**config.mk**
```make
export PLATFORM = sky130hd
export DESIGN_NAME = match_event_logger
export DESIGN_NICKNAME = d
export VERILOG_FILES = /design/src/rtl/match_log_pkg.sv /design/src/rtl/event_fifo.sv /design/src/rtl/match_event_logger.sv
export SDC_FILE = /design/constraint.sdc
export NUM_CORES = 1
export LEC_CHECK = 0
export ABC_AREA = 1
export CAP_MARGIN = 20
export CELL_PAD_IN_SITES_DETAIL_PLACEMENT = 0
export CELL_PAD_IN_SITES_GLOBAL_PLACEMENT = 1
export CORE_AREA = 2 2 102 104
export CTS_CLUSTER_DIAMETER = 200
export DETAILED_ROUTE_END_ITERATION = 10
export DIE_AREA = 0 0 104 106
export HOLD_SLACK_MARGIN = 0.02
export PLACE_DENSITY = 0.76
export SETUP_SLACK_MARGIN = 0.05
export SYNTH_ARGS = -nofsm -noshare
export SYNTH_HDL_FRONTEND = slang
export SYNTH_SLANG_ARGS = --single-unit
```
**constraint.sdc**
```tcl
create_clock -name clk -period 4.2 [get_ports clk]
set_clock_uncertainty 0.05 [all_clocks]
set_input_delay 0.84 -clock clk [delete_from_list [all_inputs] [get_ports clk]]
set_output_delay 0.84 -clock clk [all_outputs]
set_load 0.01 [all_outputs]
```
**src/rtl/match_log_pkg.sv**
```systemverilog
// -----------------------------------------------------------------------------
// match_log_pkg
// Shared constants for the match event logger: default widths and depth, the
// record width (a record is packed as {ovf, gap}), and the saturation maxima of
// the gap measurement and the total-match counter.
// -----------------------------------------------------------------------------
package match_log_pkg;

    localparam int GAP_W_DEF = 8;
    localparam int CNT_W_DEF = 16;
    localparam int DEPTH_DEF = 4;

    // One FIFO record: {ovf, gap}.
    localparam int REC_W_DEF = GAP_W_DEF + 1;

    localparam int GAP_MAX_DEF = (1 << GAP_W_DEF) - 1;
    localparam int CNT_MAX_DEF = (1 << CNT_W_DEF) - 1;

endpackage : match_log_pkg

```
**src/rtl/event_fifo.sv**
```systemverilog
// -----------------------------------------------------------------------------
// event_fifo
// Synchronous first-word-fall-through FIFO, WIDTH x DEPTH (DEPTH a power of 2,
// at least 2). The head entry is visible on data_o whenever empty_o is low.
//
// Ports:
//   clk      in   clock, rising edge
//   rst_n    in   asynchronous active-low reset
//   flush_i  in   synchronous flush, beats push and pop
//   push_i   in   write data_i; accepted when not full, or full with a pop
//   data_i   in   WIDTH  record to write
//   pop_i    in   advance the head; ignored while empty
//   data_o   out  WIDTH  head record, zero while empty
//   full_o   out  FIFO full
//   empty_o  out  FIFO empty
// -----------------------------------------------------------------------------
module event_fifo #(
    parameter int WIDTH = 9,
    parameter int DEPTH = 4
) (
    input  logic             clk,
    input  logic             rst_n,
    input  logic             flush_i,
    input  logic             push_i,
    input  logic [WIDTH-1:0] data_i,
    input  logic             pop_i,
    output logic [WIDTH-1:0] data_o,
    output logic             full_o,
    output logic             empty_o
);

    localparam int AW = $clog2(DEPTH);

    // One extra pointer bit separates full from empty when the indices match.
    logic [AW:0]      wr_ptr_q, wr_ptr_d;
    logic [AW:0]      rd_ptr_q, rd_ptr_d;
    logic [WIDTH-1:0] mem_q [DEPTH];
    logic             do_push;
    logic             do_pop;

    assign empty_o = (wr_ptr_q == rd_ptr_q);
    assign full_o  = (wr_ptr_q[AW] != rd_ptr_q[AW]) &&
                     (wr_ptr_q[AW-1:0] == rd_ptr_q[AW-1:0]);

    // A full FIFO can still take a write when the head leaves on the same edge.
    assign do_pop  = pop_i && !empty_o;
    assign do_push = push_i && (!full_o || do_pop);

    assign data_o  = empty_o ? '0 : mem_q[rd_ptr_q[AW-1:0]];

    always_comb begin
        // NOTE: every always_comb output gets a default first so no path leaves it unassigned (no latch).
        wr_ptr_d = wr_ptr_q;
        rd_ptr_d = rd_ptr_q;
        if (flush_i) begin
            wr_ptr_d = '0;
            rd_ptr_d = '0;
        end else begin
            if (do_push) wr_ptr_d = wr_ptr_q + (AW+1)'(1);
            if (do_pop)  rd_ptr_d = rd_ptr_q + (AW+1)'(1);
        end
    end

    // NOTE: state registers use non-blocking assignment so every flop samples pre-edge values.
    always_ff @(posedge clk or negedge rst_n) begin
        if (!rst_n) begin
            wr_ptr_q <= '0;
            rd_ptr_q <= '0;
        end else begin
            wr_ptr_q <= wr_ptr_d;
            rd_ptr_q <= rd_ptr_d;
        end
    end

    // NOTE: storage has no reset; empty pointers gate data_o, so stale words are never visible.
    always_ff @(posedge clk) begin
        if (do_push && !flush_i) begin
            mem_q[wr_ptr_q[AW-1:0]] <= data_i;
        end
    end

endmodule : event_fifo

```
**src/rtl/match_event_logger.sv**
```systemverilog
// -----------------------------------------------------------------------------
// match_event_logger
// Logs match events from a serial sequence detector. Each det_in=1 edge is an
// event; the logger measures the number of edges since the previous event,
// queues {ovf, gap} records in an FWFT FIFO, counts logged events and flags
// records lost to a full FIFO.
//
// Ports:
//   clk        in   clock, rising edge
//   reset      in   asynchronous active-low reset
//   det_in     in   detector match output, one event per high edge
//   en         in   logging enable (FIFO push and total_cnt)
//   clr        in   synchronous clear of all logging state
//   rec_ready  in   consumer takes the head record
//   rec_valid  out  a record is available
//   rec_gap    out  GAP_W  gap of the head record
//   rec_ovf    out  head record gap saturated
//   total_cnt  out  CNT_W  saturating count of events logged with en=1
//   dropped    out  sticky: a record was lost to a full FIFO
// -----------------------------------------------------------------------------
module match_event_logger
    import match_log_pkg::*;
#(
    parameter int GAP_W = GAP_W_DEF,
    parameter int CNT_W = CNT_W_DEF,
    parameter int DEPTH = DEPTH_DEF
) (
    input  logic             clk,
    input  logic             reset,
    input  logic             det_in,
    input  logic             en,
    input  logic             clr,
    input  logic             rec_ready,
    output logic             rec_valid,
    output logic [GAP_W-1:0] rec_gap,
    output logic             rec_ovf,
    output logic [CNT_W-1:0] total_cnt,
    output logic             dropped
);

    localparam int               REC_W   = GAP_W + 1;
    localparam logic [GAP_W-1:0] GAP_MAX = '1;
    localparam logic [CNT_W-1:0] CNT_MAX = '1;

    logic [GAP_W-1:0] gap_cnt_q, gap_cnt_d;
    logic [CNT_W-1:0] total_q, total_d;
    logic             dropped_q, dropped_d;

    logic [GAP_W:0]   gap_inc;
    logic [GAP_W-1:0] gap_sat;
    logic             gap_ovf;
    logic             push;
    logic             pop;
    logic             fifo_full;
    logic             fifo_empty;
    logic [REC_W-1:0] rec_in;
    logic [REC_W-1:0] rec_out;

    always_comb begin
        // The extra bit of gap_inc lets the overflow test see gap_cnt+1 unclipped.
        gap_inc = {1'b0, gap_cnt_q} + (GAP_W+1)'(1);
        gap_sat = (gap_cnt_q == GAP_MAX) ? GAP_MAX : gap_inc[GAP_W-1:0];
        gap_ovf = (gap_inc >= {1'b0, GAP_MAX});
        rec_in  = {gap_ovf, gap_sat};

        // clr masks both the event and the consumer handshake on its edge.
        push = det_in && en && !clr;
        pop  = !fifo_empty && rec_ready && !clr;

        gap_cnt_d = gap_sat;
        total_d   = total_q;
        dropped_d = dropped_q;
        if (clr) begin
            gap_cnt_d = '0;
            total_d   = '0;
            dropped_d = 1'b0;
        end else begin
            // Events restart the gap measurement even while logging is disabled.
            if (det_in) gap_cnt_d = '0;
            if (push && (total_q != CNT_MAX)) total_d = total_q + CNT_W'(1);
            if (push && fifo_full && !pop) dropped_d = 1'b1;
        end
    end

    always_ff @(posedge clk or negedge reset) begin
        if (!reset) begin
            gap_cnt_q <= '0;
            total_q   <= '0;
            dropped_q <= 1'b0;
        end else begin
            gap_cnt_q <= gap_cnt_d;
            total_q   <= total_d;
            dropped_q <= dropped_d;
        end
    end

    event_fifo #(
        .WIDTH (REC_W),
        .DEPTH (DEPTH)
    ) u_fifo (
        .clk     (clk),
        .rst_n   (reset),
        .flush_i (clr),
        .push_i  (push),
        .data_i  (rec_in),
        .pop_i   (pop),
        .data_o  (rec_out),
        .full_o  (fifo_full),
        .empty_o (fifo_empty)
    );

    assign rec_valid = !fifo_empty;
    assign rec_gap   = rec_out[GAP_W-1:0];
    assign rec_ovf   = rec_out[GAP_W];
    assign total_cnt = total_q;
    assign dropped   = dropped_q;

endmodule : match_event_logger

```
==> metrics.csv, run 1 <==
stage,metric,value,unit
synth,dominant cell type by area after synthesis,edfxtp_1,
clock_tree,CTS tree,done,
routing,DR iter-0 viols,74,
critical_path,Worst R2R Start,u_fifo.rd_ptr_q[0]$_DFFE_PN0P_,
clock_tree,Worst-path clk slew,70,ps
routing,Post-Route WL,6950,um
sta,setup ws final,849,ps
clock_tree,Sink Count,67,
place,gp weighted congestion,0.788,
sta,Tmin final,3350,ps
clock_tree,Clock Latency Late Sink,340,ps
layout,Finished Cell Area,0.00399,sq mm
clock_tree,Clock Path Buffers,2,
place,hpwl dp,4880,um
layout,area grow syn2layout,18.3,%
layout,nets@finish,430,
critical_path,Worst EP arrival,2460,ps
synth,Synth area leaders,"edfxtp_1, dfrtp_1, nand2_1, nor2_1, inv_1",
worst_hold_path,hold crit path type,register to register,
floorplan,IO Pins,33,
synth,Synth warnings,0,
sta,Max Slew Vio Count,0,
worst_hold_path,hold_sp,dropped$_DFFE_PN0P_,
worst_hold_path,WHS Path Cells,2,
global_routing,vias in the first global route,2644,
critical_path,CP Launch Type,register,
sta,RSZ-0062 raised after global routing,no,
routing,Avg Vias per Cell,4.59,
floorplan,die area,0.0110,sq mm
critical_path,Register-to-Register Path Depth,7,
sta,Final TNS setup,0,ps
status,status,"complete, no violations",
clock_tree,CTS Buf Count,9,
global_routing,GRT Overall Usage,0.138,
synth,synthesized flop and latch total,67,
routing,drt drc,0,
synth,Synth Area per Inst,8.85,sq um
synth,Synth top area share,0.320,
critical_path,"Max FO, Critical Path",20,
floorplan,die width,104,um
synth,post-synthesis net count,395,
global_routing,initial antenna violation count,0,
layout,share of cells above drive strength 1,0.0689,
pwr,Leakage Power,1.71,nW
routing,Initial DRT Pass Iterations,4,
sta,Min Hold Slack,450,ps
pwr,pwr dens,328,mW/mm^2
place,dpl cell area,0.00383,sq mm
synth,cell count after synthesis,381,
critical_path,WS Path Type,register to primary output,
floorplan,Die Ht,106,um
floorplan,Core Rows,37,
routing,Post-DRT Antenna Nets,0,
sta,fmax,298,MHz
critical_path,Worst setup EP type,primary output,
layout,ant diodes,0,
floorplan,starting density of the core,0.337,
sta,Final Hold Vio Count,0,
critical_path,Crit path required time,3310,ps
clock_tree,Hold Buf Count CTS,0,
routing,wire length per cell,12.5,um
clock_tree,Post-CTS Setup Bufs,0,
routing,vias,2554,
global_routing,largest net degree at the start of global routing,32,
floorplan,Core Box Area,0.0100,sq mm
global_routing,global-route wire length before repair,12200,um
clock_tree,CTS HTree Levels,3,
place,Port-buffer cells,32,
critical_path,RR Endpoint,u_fifo.mem_q[3][4]$_DFFE_PP_,
place,dpl ws,954,ps
clock_tree,Root Driver,clkbuf_8,
critical_path,R2R Setup Slk,1680,ps
run,max_cap viols,0,
sta,ratio of final minimum period to clock period,0.798,
synth,Yosys cell types,31,
global_routing,GRT Residual Overflow,0,
worst_hold_path,Hold Path Sink,dropped$_DFFE_PN0P_,
pwr,Max IR drop VDD,0.181,mV
sta,relative slew slack,0.503,
sta,final number of setup-violating endpoints,0,
synth,register area share after synthesis,0.550,
synth,synthesized cell area,0.00337,sq mm
sta,worst slew pin tran,743,ps
clock_tree,PostCTS Resize Cnt,0,
[where the power goes]
| part | switching, W | total (W) | internal, W |
|---|---|---|---|
| combinational | 0.0000915 | 0.000151 | 0.0000596 |
| clock | 0.000239 | 0.000450 | 0.000211 |
| sequential | 0.00000715 | 0.000706 | 0.000699 |
[routing by layer]
layer,share of wire,up-vias,global-route usage
li1,-,1313,-
met1,0.48,1176,0.177
met2,0.47,55,0.230
met3,0.037,10,0.0239
met4,0.017,0,0.0627
met5,0,-,0
[area by class of cell]
class	instances	area, sq um
Clock buffer	11	131
Clock inverter	5	30.0
Fill cell	1033	6010
Inverter	41	154
Multi-Input combinational cell	263	1310
Sequential cell	67	1860
Tap cell	136	170
Timing Repair Buffer	34	335
[worst max-delay path by stage]
stage                                               from                           end  slack, ps  depth (start not counted)
after floorplan           u_fifo.rd_ptr_q[1]$_DFFE_PN0P_                    rec_gap[0]       1980                          8
after global placement                               clr  u_fifo.mem_q[3][6]$_DFFE_PP_       1070                          4
after detailed placement                             clr  u_fifo.mem_q[3][5]$_DFFE_PP_        950                          4
after CTS                 u_fifo.rd_ptr_q[0]$_DFFE_PN0P_                    rec_gap[6]        760                          8
after global routing      u_fifo.rd_ptr_q[0]$_DFFE_PN0P_                       rec_ovf        530                          8
final                     u_fifo.rd_ptr_q[0]$_DFFE_PN0P_                    rec_gap[6]        850                          8
[cells in the mapped netlist]
library cell and count:
a21oi_1 7, nor2_4 3, o22ai_1 9, nor2_2 3, ha_1 8, nand2_1 108, nand2_2 1, nor2_8 1
nand3b_1 2, nand3_1 24, o211ai_1 1, nand4_1 11, buf_6 1, o21ai_0 20, xor2_1 9, inv_1 39
buf_4 1, a21o_1 1, o21bai_1 2, xnor2_1 1, buf_2 1, inv_2 2, edfxtp_1 36, nor2_1 44
o21ai_1 1, nor3_1 2, clkbuf_1 7, nand2b_1 1, or2_2 3, dfrtp_1 31, nand3_2 1
[critical path, stage by stage (launching register included)]
cell,delay [ps]
dfrtp_1,380
inv_1,430
nand2_1,100
nand2_1,80
nor2_1,50
nand2b_1,380
nand2_1,110
inv_1,70
clkdlybuf4s50_1,520
[sequential cells by signal, indices dropped and copies added (netlist names)]
name,count
u_fifo.mem_q,36
total_cnt,16
gap_cnt_q,8
u_fifo.rd_ptr_q,3
u_fifo.wr_ptr_q,3
dropped,1
[cell families (layout without fill, tap and decap cells)]
kind of cell / after synthesis / in the layout / share of synthesized area
flops: 67 / 67 / 0.550
simple gates: 204 / 204 / 0.266
compound gates: 41 / 41 / 0.0671
xor+xnor: 10 / 10 / 0.0260
buf+inv: 51 / 91 / 0.0605
fa+ha+maj: 8 / 8 / 0.0297
[cells in the final DEF (no fill, tap or decap), types with 8 or more instances in the layout]
cell and count:
nand2_1 108, nor2_1 44, inv_1 39, edfxtp_1 36, clkdlybuf4s50_1 32, dfrtp_1 31, nand3_1 24, o21ai_0 20
nand4_1 11, xor2_1 9, o22ai_1 9, clkbuf_8 9, ha_1 8
[stage by stage]
stage          cells  utilization  total power (W)
2_1_floorplan    381            -         0.000805
3_3_place_gp     541        0.383         0.000872
3_5_place_dp     541        0.383         0.000874
4_1_cts          557        0.399          0.00133
5_1_grt          557        0.399          0.00137
6_report         557        0.399          0.00131
Power figures use the tool's default switching activity.
==> run 2, diff against run 1 <==
clock period = 3.35 ns   (was 4.2 ns; I/O delays follow)
==> run 2 against run 1 <==
Die area did not move. Register-to-register slack got worse by 650 ps. Routed wire length grew 0.13%. Clock power increased by 56%. Power is 36% higher. Clock-buffer cell count is 2 lower. Highest routed layer unchanged.
==> metrics.csv, run 2 (same netlist as run 1, synthesis figures left out) <==
stage,metric,value,unit
routing,wire length per cell,12.3,um
critical_path,CP max stage cell,clkdlybuf4s50_1,
critical_path,RR Endpoint,u_fifo.mem_q[2][8]$_DFFE_PP_,
layout,Layout Utilization,0.409,
floorplan,IO Pins,33,
critical_path,WS Path Type,register to primary output,
global_routing,global-route wire length before repair,11800,um
floorplan,Die Ht,106,um
clock_tree,Clock Latency Late Sink,340,ps
floorplan,Core Box Area,0.0100,sq mm
critical_path,"most used cell, CP",nand2_1,
critical_path,Worst R2R Start,gap_cnt_q[0]$_DFF_PN0_,
routing,Post-DRT Antenna Nets,0,
layout,Largest register FFs,36,
layout,ant diodes,0,
clock_tree,Root Driver,clkbuf_8,
sta,final number of setup-violating endpoints,0,
critical_path,Worst setup EP type,primary output,
critical_path,CP bufs+invs,3,
critical_path,"Max FO, Critical Path",14,
critical_path,R2R Setup Slk,1030,ps
sta,relative slew slack,0.571,
layout,area grow syn2layout,21.2,%
layout,nets@finish,437,
layout,# fillers,1019,
pwr,pwr dens,435,mW/mm^2
critical_path,Crit path required time,2630,ps
layout,share of cells above drive strength 1,0.0911,
critical_path,Critical Path Start,u_fifo.rd_ptr_q[1]$_DFFE_PN0P_,
pwr,Leakage Power,1.76,nW
clock_tree,Sink Count,67,
floorplan,die width,104,um
critical_path,crit path to,rec_gap[1],
floorplan,starting density of the core,0.337,
pwr,Max IR drop VDD,0.168,mV
clock_tree,CTS HTree Levels,3,
clock_tree,Hold Buf Count CTS,0,
routing,DR iter-0 viols,103,
critical_path,CP Launch Type,register,
layout,"most common cell after layout, fill and taps aside",nand2_1,
clock_tree,CTS tree,done,
routing,Avg Vias per Cell,4.61,
sta,Final Hold Vio Count,0,
critical_path,Register-to-Register Path Depth,5,
sta,Final TNS setup,0,ps
layout,"leading cell types in the layout, fill and taps excluded","nand2_1, nor2_1, inv_1",
clock_tree,CTS Buf Count,9,
sta,fmax,334,MHz
place,gp weighted congestion,0.782,
clock_tree,PostCTS Resize Cnt,0,
global_routing,largest net degree at the start of global routing,32,
place,hpwl dp,4740,um
clock_tree,Post-CTS Setup Bufs,0,
sta,ratio of final minimum period to clock period,0.895,
sta,worst slew pin tran,641,ps
status,status,"complete, no violations",
global_routing,initial antenna violation count,0,
routing,Initial DRT Pass Iterations,4,
routing,Post-Route WL,6960,um
critical_path,CP top delay family,buffers and inverters,
place,Port-buffer cells,32,
global_routing,GRT Overall Usage,0.134,
routing,drt drc,0,
sta,RSZ-0062 raised after global routing,no,
critical_path,Critical Path Max Stage Delay,530,ps
floorplan,die area,0.0110,sq mm
critical_path,Crit. path cell count,8,
global_routing,vias in the first global route,2523,
floorplan,Core Rows,37,
global_routing,GRT Residual Overflow,0,
worst_hold_path,hold crit path type,register to register,
sta,Tmin final,3000,ps
run,max_cap viols,0,
critical_path,CP cell instances,inv_1 -> nand2_1 -> nand2_1 -> nor2_1 -> nand2b_1 -> nand2_1 -> inv_1 -> clkdlybuf4s50_1,
clock_tree,Worst-path clk slew,80,ps
routing,vias,2600,
critical_path,Worst EP arrival,2280,ps
sta,Max Slew Vio Count,0,
clock_tree,Clock Path Buffers,2,
## run 2: cell types whose count changed in the layout (fill, tap and decap cells not counted)
cell       delta
inv_8         +1
clkinv_4      +1
buf_4         +7
clkbuf_1      -2
clkinv_2      -2
bufinv_16     +1
clkinv_1      -1
inv_6         +2
## run 2: worst reg2reg max path, delay by kind of cell, from the launching register on
kind	cells	cell delay (ps)
adders and majority gates	1	300
DFF	1	490
buffers and inverters	1	70
and+or+nand+nor	3	1220
## run 2: area by class of cell
class | count | area [sq um] | share of cell area
clock inverter | 7 | 83.8 | 0.0205
multi-input combinational | 263 | 1310 | 0.321
tap | 136 | 170 | 0.0416
inverter | 41 | 154 | 0.0376
timing repair buffer | 41 | 388 | 0.0949
clock buffer | 9 | 124 | 0.0303
sequential | 67 | 1860 | 0.454
## run 2: power by group
| part | switching [W] | internal (W) |
|---|---|---|
| combinational | 0.000115 | 0.0000791 |
| clock | 0.000345 | 0.000357 |
| sequential | 0.00000855 | 0.000876 |
## run 2: metal layers
layer  track usage  vias up  share of wire
li1              -     1329              -
met1         0.168     1210           0.48
met2         0.228       50           0.48
met3        0.0264       11          0.029
met4        0.0541        0          0.012
met5             0        -              0
## run 2: worst min path at each step
stage	slack (ps)	from	cells after the start	end
after floorplan	320	reset	0	dropped$_DFFE_PN0P_
after global placement	440	total_cnt[14]$_DFFE_PN0P_	2	total_cnt[14]$_DFFE_PN0P_
after detailed placement	440	total_cnt[14]$_DFFE_PN0P_	2	total_cnt[14]$_DFFE_PN0P_
after CTS	470	total_cnt[14]$_DFFE_PN0P_	2	total_cnt[14]$_DFFE_PN0P_
after global routing	490	dropped$_DFFE_PN0P_	2	dropped$_DFFE_PN0P_
final	460	total_cnt[14]$_DFFE_PN0P_	2	total_cnt[14]$_DFFE_PN0P_
## run 2: through the flow
stage,cells,instance area (sq um),hold slack (ps),setup WS (ps),total power [W]
6_report,564,4090,462,353,0.00178
4_1_cts,564,4090,467,260,0.00180
2_1_floorplan,381,3370,324,1300,0.00101
3_3_place_gp,548,3880,441,676,0.00110
5_1_grt,564,4090,487,72.2,0.00186
3_5_place_dp,548,3880,445,630,0.00110
==> run 3, diff against run 2 <==
CORE_AREA = 5 5 105 107   (was 2 2 102 104)
DIE_AREA = 0 0 110 112   (was 0 0 104 106)
==> run 3 against run 2 <==
Power rose by 0.34%. Routed wire length up 9.9%. First-iteration DRC count increased by 15%. Flip-flop and latch count unchanged. Sequential share of layout area is 0.097 points higher. Register-to-register slack got worse by 100 ps. Critical path depth unchanged. Via count stayed put. Critical endpoint is now rec_gap[4]. Largest cell class unchanged.
==> metrics.csv, run 3 (same netlist as run 1, synthesis figures left out) <==
stage,metric,value,unit
critical_path,CP bufs+invs,3,
place,gp weighted congestion,0.831,
floorplan,die area,0.0123,sq mm
clock_tree,CTS Buf Count,9,
critical_path,CP Launch Type,register,
layout,ant diodes,0,
worst_hold_path,hold crit path type,register to register,
place,dpl ws,633,ps
routing,Avg Vias per Cell,4.62,
clock_tree,Hold Buf Count CTS,0,
worst_hold_path,WHS Path Cells,2,
critical_path,"Max FO, Critical Path",14,
floorplan,Core Box Area,0.0100,sq mm
sta,RSZ-0062 raised after global routing,no,
clock_tree,Clock Latency Late Sink,340,ps
clock_tree,Sink Count,67,
layout,nets@finish,436,
layout,"most common cell after layout, fill and taps aside",nand2_1,
layout,share of cells above drive strength 1,0.0890,
worst_hold_path,hold_sp,dropped$_DFFE_PN0P_,
sta,relative slew slack,0.568,
clock_tree,Clock Path Buffers,2,
routing,wire length per cell,13.6,um
routing,drt drc,0,
place,Port-buffer cells,32,
clock_tree,PostCTS Resize Cnt,0,
layout,area grow syn2layout,21.0,%
clock_tree,Worst-path clk slew,80,ps
global_routing,global-route wire length before repair,12700,um
critical_path,Worst setup EP type,primary output,
run,max_cap viols,0,
layout,Largest register FFs,36,
routing,Post-Route WL,7650,um
sta,ratio of final minimum period to clock period,0.871,
sta,Tmin final,2920,ps
critical_path,CP max stage cell,clkdlybuf4s50_1,
sta,final number of setup-violating endpoints,0,
clock_tree,Post-CTS Setup Bufs,0,
sta,Final TNS setup,0,ps
global_routing,GRT Overall Usage,0.133,
sta,worst slew pin tran,646,ps
routing,vias,2600,
sta,Max Slew Vio Count,0,
pwr,pwr dens,438,mW/mm^2
layout,final std cells w/o fill,563,
routing,DR iter-0 viols,118,
sta,Final Hold Vio Count,0,
worst_hold_path,Hold Path Sink,dropped$_DFFE_PN0P_,
status,status,"complete, no violations",
sta,Min Hold Slack,452,ps
critical_path,WS Path Type,register to primary output,
routing,Post-DRT Antenna Nets,0,
critical_path,Worst R2R Start,gap_cnt_q[0]$_DFF_PN0_,
pwr,Max IR drop VDD,0.232,mV
floorplan,Die Ht,112,um
floorplan,starting density of the core,0.336,
pwr,Leakage Power,1.76,nW
critical_path,Crit path required time,2630,ps
critical_path,CP cell instances,inv_1 -> nand2_1 -> nand2_1 -> nor2_1 -> nand2b_1 -> nand2_1 -> inv_1 -> clkdlybuf4s50_1,
layout,"leading cell types in the layout, fill and taps excluded","nand2_1, nor2_1, inv_1",
critical_path,CP top delay family,buffers and inverters,
clock_tree,CTS HTree Levels,3,
routing,Initial DRT Pass Iterations,4,
place,hpwl dp,5420,um
place,Cells after DPL,547,
floorplan,Core Rows,37,
critical_path,Register-to-Register Path Depth,5,
critical_path,RR Endpoint,u_fifo.mem_q[3][8]$_DFFE_PP_,
sta,setup ws final,433,ps
critical_path,Worst EP arrival,2200,ps
critical_path,R2R Setup Slk,930,ps
critical_path,Critical Path Max Stage Delay,530,ps
floorplan,IO Pins,33,
global_routing,vias in the first global route,2605,
clock_tree,CTS tree,done,
floorplan,die width,110,um
sta,fmax,343,MHz
critical_path,"most used cell, CP",nand2_1,
global_routing,GRT Residual Overflow,0,
pwr,Final Total Pwr,0.00179,W
global_routing,largest net degree at the start of global routing,32,
clock_tree,Root Driver,clkbuf_8,
global_routing,initial antenna violation count,0,
-- run 3: cell count changes in the layout (fill, tap and decap cells not counted) --
| cell | before | now |
|---|---|---|
| clkinv_4 | 2 | 0 |
| buf_4 | 9 | 8 |
| clkinvlp_4 | 1 | 2 |
| inv_6 | 2 | 3 |
-- run 3: power by group --
part	switching (W)	internal, W	total, W
clock network	0.000347	0.000356	0.000704
logic	0.000119	0.0000783	0.000197
registers	0.00000901	0.000876	0.000885
total	0.000475	0.00131	0.00179
-- run 3: tightest hold or removal path: cells and delay by family (launching register included) --
family / cells / cell delay [ps]
compound gates: 1 / 60
flops: 1 / 360
simple gates: 1 / 50
-- run 3: metal layers --
metal / part of all wire / GRT usage
met1: 0.46 / 0.173
met4: 0.020 / 0.0515
met3: 0.044 / 0.0330
met2: 0.47 / 0.213
met5: 0 / 0
-- run 3: layout make-up --
type | count | area (sq um)
clock inverters | 7 | 82.6
well taps | 136 | 170
multi-input cells | 263 | 1310
clock buffers | 9 | 124
repair buffers | 40 | 380
inverters | 41 | 154
flip-flops and latches | 67 | 1860
fillers | 1005 | 5970
-- run 3: worst max path at each step --
| stage | from | end | depth (start not counted) |
|---|---|---|---|
| 6_report | u_fifo.wr_ptr_q[0]$_DFFE_PN0P_ | rec_gap[4] | 8 |
| 5_1_grt | u_fifo.rd_ptr_q[1]$_DFFE_PN0P_ | rec_gap[5] | 8 |
| 4_1_cts | u_fifo.rd_ptr_q[1]$_DFFE_PN0P_ | rec_gap[4] | 8 |
| 3_5_place_dp | clr | u_fifo.mem_q[0][2]$_DFFE_PP_ | 5 |
| 3_3_place_gp | clr | u_fifo.mem_q[3][6]$_DFFE_PP_ | 5 |
| 2_1_floorplan | u_fifo.rd_ptr_q[1]$_DFFE_PN0P_ | rec_gap[0] | 8 |
-- run 3: metrics by stage --
step / utilization / instance area [sq um]
floorplan: - / 3370
global placement: 0.386 / 3870
detailed placement: 0.386 / 3870
CTS: 0.406 / 4080
global route: 0.406 / 4080
finish: 0.406 / 4080
